$ cat src/rtl/pc_unit_if.sv
// Request/response bundle for pc_unit: fetch-side requests in, PC and return-stack status out.
interface pc_unit_if #(
  parameter int unsigned ADDR_W = 32
);
  logic              stall;
  logic              exception;
  logic              redirect_valid;
  logic [ADDR_W-1:0] redirect_addr;
  logic              call;
  logic              ret;
  logic [ADDR_W-1:0] instruction_address;
  logic [ADDR_W-1:0] epc;
  logic              ras_empty;
  logic              ras_overflow;
  logic              ras_underflow;

  modport master (
    output stall, exception, redirect_valid, redirect_addr, call, ret,
    input  instruction_address, epc, ras_empty, ras_overflow, ras_underflow
  );

  modport slave (
    input  stall, exception, redirect_valid, redirect_addr, call, ret,
    output instruction_address, epc, ras_empty, ras_overflow, ras_underflow
  );
endinterface

$ cat src/rtl/pc_unit.sv
// MIPS fetch program counter: exception > redirect > stall > call/ret > sequential, all on the
// falling clock edge. Define PC_RAS_EN to build the circular return-address stack.
module pc_unit #(
  parameter int unsigned        ADDR_W     = 32,
  parameter int unsigned        STEP       = 1,
  parameter logic [ADDR_W-1:0]  RESET_ADDR = '0,
  parameter logic [ADDR_W-1:0]  EXC_VECTOR = ADDR_W'(32'h0000_0080),
  parameter int unsigned        RAS_DEPTH  = 4
) (
  input  logic       clock,
  input  logic       reset,
  pc_unit_if.slave   bus
);

  typedef enum logic [2:0] {
    ACT_EXC, ACT_REDIR, ACT_STALL, ACT_SWAP, ACT_POP, ACT_UNF, ACT_PUSH, ACT_SEQ
  } action_e;

  action_e           action;
  logic [ADDR_W-1:0] pc_q, pc_d;
  logic [ADDR_W-1:0] epc_q, epc_d;
  logic [ADDR_W-1:0] pc_inc;

  assign pc_inc = pc_q + ADDR_W'(STEP);

`ifdef PC_RAS_EN
  localparam int unsigned PTR_W = $clog2(RAS_DEPTH);
  localparam int unsigned CNT_W = $clog2(RAS_DEPTH + 1);

  logic [ADDR_W-1:0] stack_q [RAS_DEPTH];
  logic [PTR_W-1:0]  sp_q, sp_d, top_idx, wr_idx;
  logic [CNT_W-1:0]  cnt_q, cnt_d;
  logic              empty_q, ovf_q, ovf_d, unf_q, unf_d;
  logic              push_we;

  // sp_q is the next free slot; the newest entry sits one below it.
  assign top_idx = sp_q - PTR_W'(1);
`else
  logic unused_ras;
  assign unused_ras = ^{bus.call, bus.ret};
`endif

  always_comb begin
    action = ACT_SEQ;
    if (bus.exception)           action = ACT_EXC;
    else if (bus.redirect_valid) action = ACT_REDIR;
    else if (bus.stall)          action = ACT_STALL;
`ifdef PC_RAS_EN
    else if (bus.call && bus.ret && !empty_q) action = ACT_SWAP;
    else if (bus.ret && !empty_q)             action = ACT_POP;
    else if (bus.ret && !bus.call)            action = ACT_UNF;
    else if (bus.call)                        action = ACT_PUSH;
`endif
  end

  always_comb begin
    // NOTE: every output of this block gets a default first so no path can infer a latch.
    pc_d  = pc_q;
    epc_d = epc_q;
`ifdef PC_RAS_EN
    sp_d    = sp_q;
    cnt_d   = cnt_q;
    ovf_d   = ovf_q;
    unf_d   = 1'b0;
    push_we = 1'b0;
    wr_idx  = sp_q;
`endif
    case (action)
      ACT_EXC: begin
        epc_d = pc_q;
        pc_d  = EXC_VECTOR;
      end
      ACT_REDIR: pc_d = bus.redirect_addr;
      ACT_STALL: pc_d = pc_q;
`ifdef PC_RAS_EN
      ACT_SWAP: begin
        pc_d    = stack_q[top_idx];
        push_we = 1'b1;
        wr_idx  = top_idx;
      end
      ACT_POP: begin
        pc_d  = stack_q[top_idx];
        sp_d  = top_idx;
        cnt_d = cnt_q - CNT_W'(1);
      end
      ACT_UNF: begin
        pc_d  = pc_inc;
        unf_d = 1'b1;
      end
      ACT_PUSH: begin
        pc_d    = pc_inc;
        push_we = 1'b1;
        sp_d    = sp_q + PTR_W'(1);
        // When full, sp_q already points at the oldest entry, so the write evicts it.
        if (cnt_q == CNT_W'(RAS_DEPTH)) ovf_d = 1'b1;
        else                            cnt_d = cnt_q + CNT_W'(1);
      end
`endif
      default: pc_d = pc_inc;
    endcase
  end

  always_ff @(negedge clock or negedge reset) begin
    if (!reset) begin
      pc_q  <= RESET_ADDR;
      epc_q <= '0;
`ifdef PC_RAS_EN
      sp_q    <= '0;
      cnt_q   <= '0;
      empty_q <= 1'b1;
      ovf_q   <= 1'b0;
      unf_q   <= 1'b0;
`endif
    end else begin
      // NOTE: non-blocking assignments so every register samples pre-edge values together.
      pc_q  <= pc_d;
      epc_q <= epc_d;
`ifdef PC_RAS_EN
      sp_q    <= sp_d;
      cnt_q   <= cnt_d;
      empty_q <= (cnt_d == '0);
      ovf_q   <= ovf_d;
      unf_q   <= unf_d;
`endif
    end
  end

`ifdef PC_RAS_EN
  // NOTE: stack storage has no reset; the count guards every read so stale entries never leak.
  always_ff @(negedge clock) begin
    if (push_we) stack_q[wr_idx] <= pc_inc;
  end

  assign bus.ras_empty     = empty_q;
  assign bus.ras_overflow  = ovf_q;
  assign bus.ras_underflow = unf_q;
`else
  assign bus.ras_empty     = 1'b1;
  assign bus.ras_overflow  = 1'b0;
  assign bus.ras_underflow = 1'b0;
`endif

  assign bus.instruction_address = pc_q;
  assign bus.epc                 = epc_q;

endmodule
$ cat src/flat_wrapper.sv
// flat-port wrapper written by rule: the top's interface ports become plain ports
module pc_unit_flat 
#(
  parameter int unsigned        ADDR_W     = 32,
  parameter int unsigned        STEP       = 1,
  parameter logic [ADDR_W-1:0]  RESET_ADDR = '0,
  parameter logic [ADDR_W-1:0]  EXC_VECTOR = ADDR_W'(32'h0000_0080),
  parameter int unsigned        RAS_DEPTH  = 4
)
  (clock, reset, bus_stall, bus_exception, bus_redirect_valid, bus_redirect_addr, bus_call, bus_ret, bus_instruction_address, bus_epc, bus_ras_empty, bus_ras_overflow, bus_ras_underflow);
  pc_unit_if #(.ADDR_W(ADDR_W)) bus_i ();
  input  logic clock;
  input  logic reset;
  input wire logic [$bits(bus_i.stall)-1:0] bus_stall;
  input wire logic [$bits(bus_i.exception)-1:0] bus_exception;
  input wire logic [$bits(bus_i.redirect_valid)-1:0] bus_redirect_valid;
  input wire logic [$bits(bus_i.redirect_addr)-1:0] bus_redirect_addr;
  input wire logic [$bits(bus_i.call)-1:0] bus_call;
  input wire logic [$bits(bus_i.ret)-1:0] bus_ret;
  output wire logic [$bits(bus_i.instruction_address)-1:0] bus_instruction_address;
  output wire logic [$bits(bus_i.epc)-1:0] bus_epc;
  output wire logic [$bits(bus_i.ras_empty)-1:0] bus_ras_empty;
  output wire logic [$bits(bus_i.ras_overflow)-1:0] bus_ras_overflow;
  output wire logic [$bits(bus_i.ras_underflow)-1:0] bus_ras_underflow;
  assign bus_i.stall = bus_stall;
  assign bus_i.exception = bus_exception;
  assign bus_i.redirect_valid = bus_redirect_valid;
  assign bus_i.redirect_addr = bus_redirect_addr;
  assign bus_i.call = bus_call;
  assign bus_i.ret = bus_ret;
  assign bus_instruction_address = bus_i.instruction_address;
  assign bus_epc = bus_i.epc;
  assign bus_ras_empty = bus_i.ras_empty;
  assign bus_ras_overflow = bus_i.ras_overflow;
  assign bus_ras_underflow = bus_i.ras_underflow;
  pc_unit #(.ADDR_W(ADDR_W), .STEP(STEP), .RESET_ADDR(RESET_ADDR), .EXC_VECTOR(EXC_VECTOR), .RAS_DEPTH(RAS_DEPTH)) u_core (.clock(clock), .reset(reset), .bus(bus_i));
endmodule
$ cat config.mk
export PLATFORM = sky130hd
export DESIGN_NAME = pc_unit_flat
export DESIGN_NICKNAME = d
export VERILOG_FILES = /design/src/rtl/pc_unit_if.sv /design/src/rtl/pc_unit.sv /design/src/flat_wrapper.sv
export SDC_FILE = /design/constraint.sdc
export NUM_CORES = 1
export LEC_CHECK = 0
export ABC_CLOCK_PERIOD_IN_PS = 3000
export BUFFER_PORTS_ARGS = -buffer_cell sky130_fd_sc_hd__buf_2
export CAP_MARGIN = 20
export CORE_AREA = 2 2 100 73
export CTS_BUF_LIST = sky130_fd_sc_hd__clkbuf_4
export DETAILED_ROUTE_END_ITERATION = 10
export DIE_AREA = 0 0 102 75
export PLACE_DENSITY = 0.75
export SLEW_MARGIN = 0
export SYNTH_ARGS = -nofsm -noshare
export SYNTH_HDL_FRONTEND = slang
export SYNTH_SLANG_ARGS = --single-unit
$ cat constraint.sdc
create_clock -name clock -period 3 [get_ports clock]
set_clock_uncertainty 0.05 [all_clocks]
set_input_delay 0.6 -clock clock [delete_from_list [all_inputs] [get_ports clock]]
set_output_delay 0.6 -clock clock [all_outputs]
set_load 0.005 [all_outputs]
==> results of run 1 <==
[per-layer routing]
metal | vias up | global-route usage | wire length (µm)
met1 | 1587 | 0.369 | 4440
met3 | 10 | 0.0706 | 896
met5 | - | 0 | 0
li1 | 1531 | - | -
met2 | 133 | 0.379 | 4250
met4 | 0 | 0.0637 | 106
[power by group through the flow]
| stage | logic [mW] | clock network (mW) | registers (mW) |
|---|---|---|---|
| after global routing | 0.472 | 0.523 | 0.986 |
| after floorplan | 0.147 | 0 | 1.02 |
| after CTS | 0.400 | 0.478 | 0.977 |
| after detailed placement | 0.363 | 0 | 0.998 |
| after global placement | 0.356 | 0 | 0.995 |
| final | 0.430 | 0.470 | 0.978 |
[registers in the layout, summed over array words and instances, names as in the netlist]
signal and flops:
u_core.bus.epc 32, u_core.bus.instruction_address 32
[cell usage in the layout (no fill, tap or decap), types with 7 or more instances in the layout]
cell and n:
nor2_1 23, buf_4 78, nand2_1 20, buf_6 8, clkbuf_4 9, a21oi_1 8
dfrtn_1 64, nand3_1 10, inv_1 10, nand4_1 9, and4_1 7, mux2_2 32
buf_2 99
[how the worst max path moves through the flow]
stage	startpoint	endpoint	slack, ns	cells after the start
6_report	bus_stall	u_core.bus.instruction_address[14]	-0.29	6
5_1_grt	bus_stall	u_core.bus.instruction_address[14]	-0.30	6
4_1_cts	bus_stall	u_core.bus.instruction_address[20]	-0.23	5
3_5_place_dp	bus_stall	u_core.bus.instruction_address[14]	-0.76	6
3_3_place_gp	bus_stall	u_core.bus.instruction_address[20]	-0.69	5
2_1_floorplan	bus_stall	u_core.bus.instruction_address[20]	-0.75	6
[per-stage QoR]
| stage | hold WS, ns | cells | worst slack, ns | cell area [µm²] |
|---|---|---|---|---|
| 6_report | 0.398 | 587 | -0.291 | 4830 |
| 4_1_cts | 0.404 | 578 | -0.226 | 4610 |
| 3_5_place_dp | 0.402 | 543 | -0.757 | 4290 |
| 3_3_place_gp | 0.394 | 543 | -0.694 | 4290 |
| 2_1_floorplan | 0.416 | 314 | -0.750 | 3420 |
| 5_1_grt | 0.413 | 587 | -0.302 | 4830 |
[kinds of logic (layout without fill, tap and decap cells)]
| kind of cell | after synthesis | after routing | synth area share |
|---|---|---|---|
| other | 2 | 3 | 0.00226 |
| adders and majority gates | 1 | 1 | 0.00376 |
| AOI/OAI and AO/OA | 60 | 60 | 0.134 |
| muxes | 33 | 33 | 0.111 |
| DFF | 64 | 64 | 0.482 |
| and+or+nand+nor | 112 | 112 | 0.192 |
| xor gates and xnor gates | 8 | 8 | 0.0211 |
| buffers and inverters | 33 | 212 | 0.0546 |
[critical path, delay by kind of cell]
family / cells / cell delay (ns)
buffers and inverters: 2 / 0.27
and+or+nand+nor: 3 / 0.98
AOI/OAI and AO/OA: 1 / 0.25
[area by class of cell]
class | count | share of cell area
Multi-Input combinational cell | 217 | 0.366
Tap cell | 94 | 0.0244
Clock inverter | 5 | 0.00544
Timing Repair Buffer | 187 | 0.250
Inverter | 11 | 0.00855
Clock buffer | 9 | 0.0140
Sequential cell | 64 | 0.332
[what timing repair did]
item | 4_1_cts | 5_1_grt
resized for setup | 15 | 27
setup buffers | 21 | 9
pin swaps | 10 | 9
setup endpoints to repair | 78 | 83
==> results.sh, run 1 <==
export IMPL_dieArea_um2=7650
export IMPL_hold_end="u_core.bus.epc[31]"
export IMPL_synth_edf_count=0
export IMPL_synth_seq_cells=64
export IMPL_status="finished, violations left"
export IMPL_ant_nets=0
export IMPL_clkPwrFrac=0.250
export IMPL_clkTransAtPathRegs_ns=0.07
export IMPL_syn_instance_count=313
export IMPL_syn_cell_area_um2=3320
export IMPL_finalSetupTns_ns=-5.67
export IMPL_cts_buffer_depth=2
export IMPL_rsz0062_at_grt="true"
export IMPL_synth_top_cell_by_area="dfrtn_1"
export IMPL_crit_path_end_kind="flip-flop"
export IMPL_worstPathRequired_ns=1.82
export IMPL_vias_per_cell=5.56
export IMPL_antenna_cells=0
export IMPL_reg2reg_slack_ns=0.42
export IMPL_grt_max_degree=65
export IMPL_r2r_start="u_core.bus.instruction_address[14]"
export IMPL_portBuffers=100
export IMPL_via_count=3261
export IMPL_cts_tree="yes"
export IMPL_grt_usage=0.254
export IMPL_path_class="primary input to flip-flop"
export IMPL_ys_seq_area_frac=0.482
export IMPL_crit_arrival_ns=2.11
export IMPL_start_util=0.501
export IMPL_async_flop_share=1.00
export IMPL_final_max_slew_violation_count=0
export IMPL_cpMaxStageDelayCell="or4_4"
export IMPL_powerDensity_nw_per_um2=389
export IMPL_ys_warn_count=0
export IMPL_core_um2=6630
export IMPL_overflow=0
export IMPL_multi_input_area_um2=1770
export IMPL_min_path_type="flip-flop to flip-flop"
export IMPL_drc=0
export IMPL_ys_flop_type="dfrtn_1"
export IMPL_grt_pass1_vias=3041
export IMPL_synth_area_leaders="dfrtn_1 48%, mux2_2 11%, a311oi_1 2.6%"
export IMPL_die_h_um=75
export IMPL_cts_made_buffers=9
export IMPL_fin_ws_ns=-0.291
export IMPL_postSynthAreaPerCell_um2=10.6
export IMPL_firstDrtPassIters=4
export IMPL_die_w_um=102
export IMPL_gp_congestion=0.879
export IMPL_utilization=0.728
export IMPL_r2r_end="u_core.bus.instruction_address[29]"
export IMPL_cts_sinks=64
export IMPL_yosysUniqueCellTypes=50
export IMPL_finalHoldViolations=0
export IMPL_yosys_area_top_type_share=0.482
export IMPL_register_area_um2=1600
export IMPL_total_power_mw=1.88
export IMPL_crit_chain="buf_8, nand2b_4, or4_4, buf_6, or3_4, a311oi_2"
export IMPL_htreeDepth=3
export IMPL_rows=25
export IMPL_area_growth_pct=45.2
export IMPL_clk_latency_ns=0.38
export IMPL_wirelength_mm=9.70
export IMPL_crit_fanout=6
export IMPL_max_stage_delay_ns=0.53
export IMPL_nets=530
export IMPL_grt_first_pass_wirelength_mm=14.8
export IMPL_p_switching_uw=557
export IMPL_num_io_pins=106
export IMPL_ctsHoldBuffers=0
export IMPL_p_comb_frac=0.229
export IMPL_synthTopCellsByCount="64 x dfrtn_1, 32 x mux2_2, 23 x nor2_1, 20 x nand2_1"
export IMPL_vdd_drop_max_mv=0.277
export IMPL_antenna_found_initial=0
export IMPL_reg2regPathDepth=7
export IMPL_clock_root_buffer="clkbuf_4"
export IMPL_drtIter0Drc=117
export IMPL_worstHoldStart="u_core.bus.epc[31]"
export IMPL_worstSetupStartpointType="primary input"
export IMPL_violations="setup timing"
export IMPL_wl_per_cell_um=16.5
export IMPL_sequentialPowerShare=0.521
export IMPL_p_int_mw=1.32
export IMPL_holdPathStages=1
export IMPL_drv_cap=0
export IMPL_finalSetupViolations=76
export IMPL_swShare=0.297
export IMPL_synth_most_common_cell="dfrtn_1"
export IMPL_leakagePower_nw=2.35
export IMPL_fillers=493
export IMPL_drive_gt1_frac=0.544
export IMPL_dp_hpwl_mm=6.51
Power figures use the tool's default switching activity.
==> run 2, diff against run 1 <==
--- a/config.mk
+++ b/config.mk
@@ -12,6 +12,7 @@
 export CTS_BUF_LIST = sky130_fd_sc_hd__clkbuf_4
 export DETAILED_ROUTE_END_ITERATION = 10
 export DIE_AREA = 0 0 102 75
+export MAX_ROUTING_LAYER = met4
 export PLACE_DENSITY = 0.75
 export SLEW_MARGIN = 0
 export SYNTH_ARGS = -nofsm -noshare
==> results.sh, run 2 (synthesis gave the netlist of run 1 again) <==
export IMPL_status="finished, violations left"
export IMPL_violations="setup timing"
export IMPL_path_class="primary input to flip-flop"
export IMPL_fin_ws_ns=-0.240
export IMPL_cts_tree="yes"
export IMPL_cp_startpoint="bus_stall"
export IMPL_pre_cts_slack_ns=-0.729
export IMPL_worstHoldStart="u_core.bus.epc[27]"
export IMPL_r2r_start="u_core.bus.instruction_address[14]"
export IMPL_start_util=0.501
export IMPL_powerDensity_nw_per_um2=386
export IMPL_reg2reg_slack_ns=0.49
export IMPL_vdd_drop_max_mv=0.254
export IMPL_clock_root_buffer="clkbuf_4"
export IMPL_die_h_um=75
export IMPL_final_max_slew_violation_count=0
export IMPL_rows=25
export IMPL_die_w_um=102
export IMPL_antenna_found_initial=0
export IMPL_ctsHoldBuffers=0
export IMPL_num_io_pins=106
export IMPL_min_path_type="flip-flop to flip-flop"
export IMPL_area_growth_pct=47.4
export IMPL_grt_usage=0.283
export IMPL_finalSetupViolations=77
export IMPL_crit_chain="buf_8, nand2b_4, or4_4, buf_4, o31ai_2, a311oi_2"
export IMPL_max_stage_delay_ns=0.53
export IMPL_overflow=0
export IMPL_rsz0062_at_grt="true"
export IMPL_portBuffers=100
export IMPL_dp_cells=546
export IMPL_drc=0
export IMPL_dieArea_um2=7650
export IMPL_fin_cells=592
export IMPL_gp_congestion=0.908
export IMPL_worstPathRequired_ns=1.68
export IMPL_core_um2=6630
export IMPL_crit_fanout=5
export IMPL_cts_buffer_depth=2
export IMPL_firstDrtPassIters=4
export IMPL_dp_hpwl_mm=6.90
export IMPL_drv_cap=0
export IMPL_crit_arrival_ns=1.92
export IMPL_crit_path_end_kind="flip-flop"
export IMPL_ant_nets=0
export IMPL_grt_max_degree=65
export IMPL_mostFrequentLayoutCells="99 x buf_2, 83 x buf_4, 64 x dfrtn_1"
export IMPL_finalHoldViolations=0
export IMPL_htreeDepth=3
export IMPL_crit_buf_inv=2
export IMPL_vias_per_cell=5.69
export IMPL_grt_first_pass_wirelength_mm=15.9
export IMPL_clkTransAtPathRegs_ns=0.07
export IMPL_fillers=508
export IMPL_cpMaxStageDelayCell="or4_4"
export IMPL_clk_latency_ns=0.40
export IMPL_nets=535
export IMPL_leakagePower_nw=2.39
export IMPL_drtIter0Drc=200
export IMPL_wirelength_mm=10.3
export IMPL_cts_sinks=64
export IMPL_via_count=3367
export IMPL_worstSetupStartpointType="primary input"
export IMPL_mostFrequentLayoutCell="buf_2"
export IMPL_crit_family="simple AND/OR/NAND/NOR gates"
export IMPL_wl_per_cell_um=17.4
export IMPL_cts_made_buffers=9
export IMPL_finalSetupTns_ns=-6.70
export IMPL_antenna_cells=0
export IMPL_grt_pass1_vias=3243
export IMPL_drive_gt1_frac=0.560
## run 2: repair_timing
item | 4_1_cts | 5_1_grt
setup buffers | 23 | 10
pin swaps | 13 | 4
gates cloned | 0 | 0
setup endpoints to repair | 78 | 83
gates resized for setup | 20 | 32
## run 2: worst paths after layout
path	to	depth (start not counted)
min	u_core.bus.epc[27]	1
max	u_core.bus.instruction_address[20]	6
min reg2reg	u_core.bus.epc[27]	1
min in group asynchronous	u_core.bus.epc[20]	2
max reg2reg	u_core.bus.instruction_address[26]	6
max in group asynchronous	u_core.bus.instruction_address[16]	2
## run 2: final cells by class
class                   count  area (µm²)  share of cell area
repair buffers            192        1240               0.254
well taps                  94         118              0.0240
flip-flops and latches     64        1600               0.327
inverters                  11        41.3             0.00842
clock inverters             5        26.3             0.00536
multi-input cells         217        1800               0.368
clock buffers               9        67.6              0.0138
## run 2: layer usage
metal  GRT usage  up-vias  wire, µm
li1            -     1548         -
met1       0.384     1677      4830
met2       0.423      127      4720
met3      0.0799       15       657
met4      0.0726        0       120
met5           -        -         0
## run 2: power by group
| part | internal, mW | switching [mW] | leakage [nW] |
|---|---|---|---|
| registers | 0.941 | 0.0372 | 0.831 |
| logic | 0.230 | 0.213 | 1.50 |
| clock network | 0.154 | 0.317 | 0.0549 |
## run 2: stage by stage
step	hold WS (ns)	instance area, µm²	power (mW)	utilization
after global placement	0.394	4320	1.36	0.651
after detailed placement	0.400	4320	1.37	0.651
final	0.400	4900	1.89	0.739
after global routing	0.412	4900	1.99	0.739
after floorplan	0.416	3420	1.17	-
after CTS	0.403	4650	1.87	0.702
## run 2: worst register-to-register path, cell delays in order (launching register included)
cell,delay (ns)
dfrtn_1,0.44
buf_4,0.11
buf_4,0.13
nand4_2,0.20
or4_1,0.80
or4_1,0.54
a311oi_1,0.24
==> run 3, diff against run 2 <==
--- a/config.mk
+++ b/config.mk
@@ -8,12 +8,14 @@
 export ABC_CLOCK_PERIOD_IN_PS = 3000
 export BUFFER_PORTS_ARGS = -buffer_cell sky130_fd_sc_hd__buf_2
 export CAP_MARGIN = 20
-export CORE_AREA = 2 2 100 73
+export CELL_PAD_IN_SITES_DETAIL_PLACEMENT = 0
+export CELL_PAD_IN_SITES_GLOBAL_PLACEMENT = 2
+export CORE_AREA = 2 2 87 130
 export CTS_BUF_LIST = sky130_fd_sc_hd__clkbuf_4
 export DETAILED_ROUTE_END_ITERATION = 10
-export DIE_AREA = 0 0 102 75
+export DIE_AREA = 0 0 89 132
 export MAX_ROUTING_LAYER = met4
-export PLACE_DENSITY = 0.75
+export PLACE_DENSITY = 0.77
 export SLEW_MARGIN = 0
 export SYNTH_ARGS = -nofsm -noshare
 export SYNTH_HDL_FRONTEND = slang
==> results.sh, run 3 (synthesis gave the netlist of run 1 again) <==
export IMPL_ctsHoldBuffers=0
export IMPL_worst_pin_slew_ns=0.500
export IMPL_worstSetupStartpointType="primary input"
export IMPL_leakagePower_nw=2.37
export IMPL_status="finished, violations left"
export IMPL_drv_cap=0
export IMPL_mostFrequentLayoutCell="buf_2"
export IMPL_cts_tree="yes"
export IMPL_drtIter0Drc=135
export IMPL_grt_pass1_vias=3339
export IMPL_finalHoldViolations=0
export IMPL_wirelength_mm=10.4
export IMPL_slew_headroom=0.666
export IMPL_finalSetupViolations=83
export IMPL_path_class="primary input to flip-flop"
export IMPL_crit_fanout=4
export IMPL_start_util=0.314
export IMPL_fin_ws_ns=-0.184
export IMPL_clk_latency_ns=0.40
export IMPL_finalInstanceArea_um2=4930
export IMPL_violations="setup timing"
export IMPL_crit_chain="buf_8, nand2b_4, or4_4, or4_1, a311oi_1"
export IMPL_final_max_slew_violation_count=0
export IMPL_min_path_type="flip-flop to flip-flop"
export IMPL_num_io_pins=106
export IMPL_overflow=0
export IMPL_powerDensity_nw_per_um2=403
export IMPL_ant_nets=0
export IMPL_gp_congestion=0.845
export IMPL_crit_path_end_kind="flip-flop"
export IMPL_worstPathRequired_ns=1.86
export IMPL_cts_sinks=64
export IMPL_holdWs_ns=0.396
export IMPL_die_h_um=132
export IMPL_drc=0
export IMPL_vias_per_cell=5.04
export IMPL_rows=46
export IMPL_via_count=3217
export IMPL_vdd_drop_max_mv=0.208
export IMPL_crit_arrival_ns=2.04
export IMPL_htreeDepth=3
export IMPL_clkTransAtPathRegs_ns=0.07
export IMPL_portBuffers=100
export IMPL_cpMaxStageDelayCell="or4_4"
export IMPL_clock_root_buffer="clkbuf_4"
export IMPL_cts_buffer_depth=2
export IMPL_nets=528
export IMPL_grt_usage=0.190
export IMPL_grt_first_pass_wirelength_mm=16.6
export IMPL_pre_cts_slack_ns=-0.721
export IMPL_dp_hpwl_mm=7.81
export IMPL_wl_per_cell_um=16.3
export IMPL_die_w_um=89
export IMPL_grt_max_degree=26
export IMPL_area_growth_pct=48.3
export IMPL_dieArea_um2=11700
export IMPL_drive_gt1_frac=0.546
export IMPL_mostFrequentLayoutCells="99 x buf_2, 74 x buf_4, 64 x dfrtn_1"
export IMPL_core_um2=10600
export IMPL_antenna_found_initial=1
export IMPL_max_stage_delay_ns=0.52
export IMPL_firstDrtPassIters=4
export IMPL_rsz0062_at_grt="true"
export IMPL_placed_area_um2=4430
export IMPL_cts_made_buffers=9
export IMPL_finalSetupTns_ns=-6.99
-- run 3: cell types whose count changed in the layout (fill, tap and decap cells not counted), sizes merged --
cell	previous run	this run
bufinv	0	1
diode	0	1
clkinvlp	1	0
buf	192	185
clkbuf	9	11
-- run 3: final cells by class --
| class | instances | area, µm² |
|---|---|---|
| fill | 1110 | 5660 |
| antenna | 1 | 2.50 |
| tap | 144 | 180 |
| timing repair buffer | 185 | 1220 |
| sequential | 64 | 1600 |
| multi-input combinational | 217 | 1760 |
| inverter | 11 | 41.3 |
| clock buffer | 11 | 82.6 |
| clock inverter | 5 | 47.5 |
-- run 3: stage by stage --
stage / utilization / power, mW / instances
floorplan: - / 1.17 / 314
global placement: 0.418 / 1.37 / 599
detailed placement: 0.418 / 1.38 / 599
CTS: 0.446 / 1.98 / 626
global route: 0.466 / 2.10 / 638
finish: 0.466 / 1.99 / 638
-- run 3: worst max-delay path, delay by kind of cell --
family	cells	cell delay, ns
compound gates	1	0.22
simple gates	3	1.13
buf+inv	1	0.10
-- run 3: metal layers --
layer,vias up,GRT usage,part of all wire
met5,-,-,0
met4,0,0.0929,0.030
met3,18,0.0282,0.036
met2,82,0.309,0.52
met1,1579,0.225,0.41
li1,1538,-,-
-- run 3: timing repair --
item / in CTS / in global routing
pin swaps: 5 / 7
endpoints found under the setup margin: 82 / 86
gates cloned: 0 / 0
setup buffers: 11 / 11
gates resized for setup: 21 / 24
-- run 3: where the power goes --
part | switching (mW) | leakage, nW | total (mW) | internal [mW]
clock | 0.314 | 0.0757 | 0.579 | 0.265
sequential | 0.0354 | 0.831 | 0.977 | 0.941
combinational | 0.205 | 1.47 | 0.429 | 0.225
total | 0.554 | 2.37 | 1.99 | 1.43
-- run 3: worst paths after layout --
check                                                    from                                 end  slack [ns]  depth (start not counted)
max                                                 bus_stall  u_core.bus.instruction_address[20]       -0.18                          5
min in group asynchronous                               reset  u_core.bus.instruction_address[10]        1.42                          1
max in group asynchronous                               reset  u_core.bus.instruction_address[26]        1.02                          2
min reg2reg                                u_core.bus.epc[25]                  u_core.bus.epc[25]        0.40                          1
max reg2reg                u_core.bus.instruction_address[13]  u_core.bus.instruction_address[25]        0.58                          6
min                                        u_core.bus.epc[25]                  u_core.bus.epc[25]        0.40                          1
